$ cat config.mk
export PLATFORM = sky130hd
export DESIGN_NAME = res_drain
export DESIGN_NICKNAME = d
export VERILOG_FILES = /design/src/rtl/res_pkg.sv /design/src/rtl/res_drain_fifo.sv /design/src/rtl/res_drain.sv
export SDC_FILE = /design/constraint.sdc
export NUM_CORES = 2
export LEC_CHECK = 0
export CAP_MARGIN = 20
export CORE_AREA = 2 2 654 656
export DETAILED_ROUTE_END_ITERATION = 6
export DIE_AREA = 0 0 656 658
export GPL_ROUTABILITY_DRIVEN = 0
export PLACE_DENSITY = 0.38
export SLEW_MARGIN = 20
export SYNTH_ARGS = -nofsm -noshare
export SYNTH_HDL_FRONTEND = slang
export SYNTH_SLANG_ARGS = --single-unit
$ cat constraint.sdc
create_clock -name clk -period 5.1 [get_ports clk]
set_clock_uncertainty 0.2 [all_clocks]
set_input_delay 1.02 -clock clk [delete_from_list [all_inputs] [get_ports clk]]
set_output_delay 1.02 -clock clk [all_outputs]
set_load 0.1 [all_outputs]
$ cat src/rtl/res_pkg.sv
// Shared widths, encodings and the address helper for the result drain path.
package res_pkg;

    localparam int ROW_W      = 512;
    localparam int BANK_W     = 128;
    localparam int ADDR_W     = 15;
    localparam int CNT_W      = 11;
    localparam int ADDR_SHIFT = 4;
    localparam int NUM_BANKS  = 8;
    localparam int GRP_BANKS  = 4;

    // Which half of the ping/pong bank set is being drained.
    typedef enum logic {
        GRP_PING = 1'b0,
        GRP_PONG = 1'b1
    } grp_e;

    typedef enum logic [1:0] {
        ST_IDLE,
        ST_ISSUE,
        ST_WAIT,
        ST_DONE
    } state_e;

    // Row index to bank word address: each row sits on a 16-word stride.
    function automatic logic [ADDR_W-1:0] row_addr(input logic [CNT_W-1:0] row);
        return {row, {ADDR_SHIFT{1'b0}}};
    endfunction

endpackage

$ cat src/rtl/res_drain_fifo.sv
// First-word fall-through FIFO with occupancy count; the head is zero while empty.
module res_drain_fifo #(
    parameter int WIDTH = 512,
    parameter int DEPTH = 4,
    localparam int PTR_W = (DEPTH > 1) ? $clog2(DEPTH) : 1,
    localparam int CNT_F = $clog2(DEPTH + 1)
) (
    input  logic             clk,
    input  logic             rst,
    input  logic             push,
    input  logic [WIDTH-1:0] push_data,
    input  logic             pop,
    output logic [WIDTH-1:0] head_data,
    output logic             head_valid,
    output logic [CNT_F-1:0] count
);

    logic [WIDTH-1:0] mem_q [DEPTH];
    logic [WIDTH-1:0] mem_d [DEPTH];
    logic [PTR_W-1:0] rd_ptr_q, rd_ptr_d;
    logic [PTR_W-1:0] wr_ptr_q, wr_ptr_d;
    logic [CNT_F-1:0] count_q, count_d;
    logic             do_push, do_pop;

    function automatic logic [PTR_W-1:0] next_ptr(input logic [PTR_W-1:0] p);
        return (p == PTR_W'(DEPTH - 1)) ? '0 : p + PTR_W'(1);
    endfunction

    // An empty FIFO never pops and a full one only accepts when it also pops.
    assign do_pop  = pop && (count_q != '0);
    assign do_push = push && ((count_q != CNT_F'(DEPTH)) || do_pop);

    // Storage, pointer and count updates for the next cycle.
    always_comb begin
        mem_d    = mem_q;
        rd_ptr_d = rd_ptr_q;
        wr_ptr_d = wr_ptr_q;
        count_d  = count_q;
        if (do_push) begin
            mem_d[wr_ptr_q] = push_data;
            wr_ptr_d        = next_ptr(wr_ptr_q);
        end
        if (do_pop) begin
            rd_ptr_d = next_ptr(rd_ptr_q);
        end
        case ({do_push, do_pop})
            2'b10:   count_d = count_q + CNT_F'(1);
            2'b01:   count_d = count_q - CNT_F'(1);
            default: count_d = count_q;
        endcase
    end

    // Register stage with synchronous clear of contents and pointers.
    always_ff @(posedge clk) begin
        if (rst) begin
            for (int i = 0; i < DEPTH; i++) begin
                mem_q[i] <= '0;
            end
            rd_ptr_q <= '0;
            wr_ptr_q <= '0;
            count_q  <= '0;
        end else begin
            for (int i = 0; i < DEPTH; i++) begin
                mem_q[i] <= mem_d[i];
            end
            rd_ptr_q <= rd_ptr_d;
            wr_ptr_q <= wr_ptr_d;
            count_q  <= count_d;
        end
    end

    assign head_valid = (count_q != '0);
    assign head_data  = head_valid ? mem_q[rd_ptr_q] : '0;
    assign count      = count_q;

endmodule

$ cat src/rtl/res_drain.sv
// Reads a completed ping or pong half row by row and streams 512-bit rows out.
module res_drain
    import res_pkg::*;
#(
    parameter int RD_LAT     = 1,
    parameter int FIFO_DEPTH = 4
) (
    input  logic              clk,
    input  logic              rst,
    input  logic              start,
    input  logic              bank_sel,
    input  logic [CNT_W:0]    row_count,
    output logic              busy,
    output logic              done,
    output logic              rce0, rce1, rce2, rce3, rce4, rce5, rce6, rce7,
    output logic [ADDR_W-1:0] raddr0, raddr1, raddr2, raddr3,
    output logic [ADDR_W-1:0] raddr4, raddr5, raddr6, raddr7,
    input  logic [BANK_W-1:0] rdata0, rdata1, rdata2, rdata3,
    input  logic [BANK_W-1:0] rdata4, rdata5, rdata6, rdata7,
    output logic [ROW_W-1:0]  out_data,
    output logic              out_valid,
    input  logic              out_ready
);

    localparam int FC_W  = $clog2(FIFO_DEPTH + 1);
    localparam int OCC_W = $clog2(FIFO_DEPTH + RD_LAT + 2) + 1;

    state_e                         state_q, state_d;
    grp_e                           grp_q, grp_d;
    logic [CNT_W:0]                 row_count_q, row_count_d;
    logic [CNT_W-1:0]               iss_cnt_q, iss_cnt_d;
    logic [CNT_W:0]                 acc_cnt_q, acc_cnt_d;
    logic [NUM_BANKS-1:0]           rce_q, rce_d;
    logic [NUM_BANKS-1:0][ADDR_W-1:0] raddr_q, raddr_d;
    logic [RD_LAT-1:0]              vld_q, vld_d;
    logic [OCC_W-1:0]               inflight_q, inflight_d;

    logic             issue, last_issue, credit_ok, push, pop;
    logic [FC_W-1:0]  fifo_count;
    logic [OCC_W-1:0] occ;
    logic [ROW_W-1:0] push_data;

    // A return is due when the oldest valid-pipe stage fires; pop is the output handshake.
    assign push = vld_q[RD_LAT-1];
    assign pop  = out_valid && out_ready;

    // Every row already owed to the FIFO counts against its free space.
    assign occ        = OCC_W'(fifo_count) + inflight_q;
    assign credit_ok  = (occ - OCC_W'(pop)) < OCC_W'(FIFO_DEPTH);
    assign last_issue = ({1'b0, iss_cnt_q} == (row_count_q - (CNT_W+1)'(1)));

    assign push_data = (grp_q == GRP_PONG) ? {rdata7, rdata6, rdata5, rdata4}
                                           : {rdata3, rdata2, rdata1, rdata0};

    // Next-state logic of the drain sequencer.
    always_comb begin
        state_d = state_q;
        unique case (state_q)
            ST_IDLE: begin
                if (start) begin
                    state_d = (row_count == '0) ? ST_DONE : ST_ISSUE;
                end
            end
            ST_ISSUE: begin
                if (issue && last_issue) begin
                    state_d = ST_WAIT;
                end
            end
            ST_WAIT: begin
                if (acc_cnt_d == row_count_q) begin
                    state_d = ST_DONE;
                end
            end
            ST_DONE: state_d = ST_IDLE;
            default: state_d = ST_IDLE;
        endcase
    end

    // State-decoded outputs and the per-cycle read issue decision.
    always_comb begin
        busy  = 1'b0;
        done  = 1'b0;
        issue = 1'b0;
        unique case (state_q)
            ST_ISSUE: begin
                busy  = 1'b1;
                issue = credit_ok;
            end
            ST_WAIT: busy = 1'b1;
            ST_DONE: done = 1'b1;
            default: ;
        endcase
    end

    // Counters, parameter latches, SRAM port muxing and the return-tag pipe.
    always_comb begin
        grp_d       = grp_q;
        row_count_d = row_count_q;
        iss_cnt_d   = iss_cnt_q;
        acc_cnt_d   = acc_cnt_q + (CNT_W+1)'(pop);
        rce_d       = '0;
        raddr_d     = raddr_q;
        if ((state_q == ST_IDLE) && start) begin
            grp_d       = grp_e'(bank_sel);
            row_count_d = row_count;
            iss_cnt_d   = '0;
            acc_cnt_d   = '0;
        end
        if (issue) begin
            iss_cnt_d = iss_cnt_q + CNT_W'(1);
            for (int b = 0; b < GRP_BANKS; b++) begin
                if (grp_q == GRP_PONG) begin
                    rce_d[b + GRP_BANKS]   = 1'b1;
                    raddr_d[b + GRP_BANKS] = row_addr(iss_cnt_q);
                end else begin
                    rce_d[b]   = 1'b1;
                    raddr_d[b] = row_addr(iss_cnt_q);
                end
            end
        end
        vld_d[0] = |rce_q;
        for (int i = 1; i < RD_LAT; i++) begin
            vld_d[i] = vld_q[i-1];
        end
        inflight_d = inflight_q + OCC_W'(issue) - OCC_W'(push);
    end

    // State register; reset discards everything in flight.
    always_ff @(posedge clk) begin
        if (rst) begin
            state_q     <= ST_IDLE;
            grp_q       <= GRP_PING;
            row_count_q <= '0;
            iss_cnt_q   <= '0;
            acc_cnt_q   <= '0;
            rce_q       <= '0;
            raddr_q     <= '0;
            vld_q       <= '0;
            inflight_q  <= '0;
        end else begin
            state_q     <= state_d;
            grp_q       <= grp_d;
            row_count_q <= row_count_d;
            iss_cnt_q   <= iss_cnt_d;
            acc_cnt_q   <= acc_cnt_d;
            rce_q       <= rce_d;
            raddr_q     <= raddr_d;
            vld_q       <= vld_d;
            inflight_q  <= inflight_d;
        end
    end

    res_drain_fifo #(
        .WIDTH (ROW_W),
        .DEPTH (FIFO_DEPTH)
    ) u_fifo (
        .clk        (clk),
        .rst        (rst),
        .push       (push),
        .push_data  (push_data),
        .pop        (pop),
        .head_data  (out_data),
        .head_valid (out_valid),
        .count      (fifo_count)
    );

    assign {rce7, rce6, rce5, rce4, rce3, rce2, rce1, rce0} = rce_q;
    assign raddr0 = raddr_q[0];
    assign raddr1 = raddr_q[1];
    assign raddr2 = raddr_q[2];
    assign raddr3 = raddr_q[3];
    assign raddr4 = raddr_q[4];
    assign raddr5 = raddr_q[5];
    assign raddr6 = raddr_q[6];
    assign raddr7 = raddr_q[7];

endmodule

==> flow_summary.yaml <==
cts:
  clk_latency_ns: 0.89
  cts_buffers: 266
  post-cts-setup-buffers: 0
  ctsHoldBuffers: 0
  path_clk_slew_ns: 0.06
  tritoncts: "built"
  cts_resized: 0
  clockBufferDepth: 4
  htreeDepth: 5
  clock_tree.root_cell: "clkbuf_16"
  cts.sinks: 2122
detailed_routing:
  first_iter_violations: 4171
  routed_via_density: 4.62
  drc: 178
  final_antenna_net_count: 0
  finalWirelength_mm: 395
  dr.pass1.iters: 7
  num_vias: 74900
  wl_per_cell_um: 24.4
run_status:
  violations: "DRC"
  status: "complete, but fails checks"
global_route:
  grtUsageTotal: 0.176
  grt_max_degree: 165
  grt_first_pass_wirelength_mm: 561
  antenna_found_initial: 139
  grt_pass1_vias: 73900
  grt.overflow.total: 0
finish:
  nNetsFinal: 11400
  final_common_cell: "dfxtp_1"
  final_area_mm2: 0.123
  area_growth_pct: 33.2
  post-route-util: 0.289
  final_cell_mix: "dfxtp_1, nor2_1, a211oi_1"
  drive_gt1_frac: 0.156
setup_path:
  cp-startpoint: "u_fifo.rd_ptr_q[0]"
  path_max_fanout: 15
  critPathRequiredTime_ns: 3.88
  path_class: "reg2out"
  end_kind: "primary output"
  worstSetupStartpointType: "register"
  r2r-start: "u_fifo.count[1]"
  worstPathArrival_ns: 3.58
sta:
  hold_ws_ns: 0.293
  finalHoldViolCount: 0
  tns_ns: 0
  setup_viol: 0
  worst_pin_slew_ns: 1.12
  finalMaxSlewViolations: 0
  fin_crit_ns: 4.80
  fin_crit_sh: 0.942
  grt_setup_unrepaired: "false"
  fmax_mhz: 208
  relSlewSlack: 0.252
floorplan:
  die_w_um: 656
  die-area_mm2: 0.432
  die_h_um: 658
  core_mm2: 0.425
  initial_core_util: 0.217
  io_pins: 1684
  rows: 240
hold_path:
  hp-class: "reg2reg"
  holdCritStartpoint: "u_fifo.mem_q[1651]"
logic_synthesis:
  yosysTopAreaCell: "dfxtp_1"
  synth_flop_cell: "dfxtp_1"
  synth.area.top_cells: "dfxtp_1, a211oi_1, mux4_2"
  ys_types: 71
  ys_seq_elements: 2122
  yosysTopAreaCellShare: 0.460
  ys_async_sr_fraction: 0
  yosysWarnings: 0
  synth_edf_count: 0
  syn_area_per_cell_um2: 10.0
  syn-cell-area_mm2: 0.0924
  netlist_instances: 9207
  seq_area_frac_synth: 0.460
power:
  p_int_uw: 32800
  seq_power_share: 0.361
  power.density_mw_per_mm2: 399
  peakVddDrop_uv: 365
  p_comb_frac: 0.252
  power_leakage_uw: 0.0381
  p_sw_uw: 16200
  swShare: 0.331
  share_clk_of_total_power: 0.387
placement:
  io_buffers: 1651
  placedInstanceArea_mm2: 0.114
  dp_hpwl_mm: 284
job:
  drv_cap: 0
==> sequential cells by signal, indices dropped and copies added, names as in the netlist <==
signal	cells
u_fifo.mem_q	2048
rce_q	2
inflight_q	4
state_q	2
u_fifo.count	3
iss_cnt_q	11
raddr0	11
push	1
u_fifo.wr_ptr_q	2
grp_q	1
raddr7	11
acc_cnt_q	12
row_count_q	12
u_fifo.rd_ptr_q	2
==> power groups by stage <==
stage / Clock, uW / Sequential, uW / Combinational (uW)
6_report: 19000 / 17700 / 12400
3_5_place_dp: 0 / 18100 / 12700
5_1_grt: 20300 / 17800 / 13300
4_1_cts: 19600 / 17700 / 12700
2_1_floorplan: 0 / 17900 / 8170
3_3_place_gp: 0 / 18000 / 12600
==> cells by family (layout without fill, tap and decap cells) <==
group	Yosys count	count (layout)	share of synthesized area
AO/OA/AOI/OAI	2144	2144	0.173
XOR/XNOR	32	32	0.00311
adder cells (fa/ha/maj)	22	22	0.00314
buffers and inverters	1074	2328	0.0487
flip-flops	2122	2122	0.460
multiplexers	1039	1039	0.182
other	1	78	0.0000406
AND/OR/NAND/NOR	2773	2773	0.130
==> cell usage after synthesis (4+ instances only) <==
master and count:
a21oi_1 48, nand3_1 4, inv_1 25, mux4_2 512, nand2b_1 8, o21ai_0 16
ha_1 20, nor3_1 11, mux2i_1 525, or3_1 5, buf_2 30, dfxtp_1 2122
nor2b_1 520, buf_1 71, xnor2_1 24, nand4_1 7, nor2_1 2104, and3_1 10
xor2_1 7, nand2_1 64, clkbuf_1 833, buf_4 112, a211oi_1 2050, nor3b_1 9
nor4_1 7
==> path summary, 6_finish.rpt <==
check / cells past startpoint / to / slack, ns
worst max-delay path: 4 / out_data[360] / 0.30
worst min-delay path: 2 / u_fifo.mem_q[1651] / 0.29
worst max register to register: 13 / raddr7[5] / 1.37
worst min register to register: 2 / u_fifo.mem_q[1651] / 0.29
==> per-stage QoR <==
step                      worst slack (ns)  power [uW]  instances
final                                0.298       49100      16200
after global routing                 0.107       51300      16200
after CTS                            0.122       50100      16200
after detailed placement             0.504       30800      15700
after global placement               0.506       30600      15700
after floorplan                      0.755       26000       9238
==> routing by layer <==
| layer | routed length, um | vias to the layer above | track usage |
|---|---|---|---|
| met4 | 12000 | 50 | 0.0561 |
| met5 | 335 | - | 0 |
| met1 | 162000 | 36500 | 0.211 |
| met3 | 22000 | 600 | 0.0382 |
| li1 | - | 35800 | - |
| met2 | 199000 | 1971 | 0.310 |
==> worst max-delay path, cell delays in order, from the launching register on <==
cell and delay, ns:
dfxtp_4 0.65, buf_12 0.25, mux4_2 0.60, nor2b_1 0.17, clkdlybuf4s50_1 0.99
==> area by class of cell <==
class                      instances  area [um2]
clock buffer                     382        7710
sequential                      2122       42500
fill                           44200      302000
timing repair buffer            1847       19000
antenna                           46         115
tap                             5687        7120
inverter                          26        97.6
multi-input combinational       6042       45600
clock inverter                    73         996
Power figures use the tool's default switching activity.
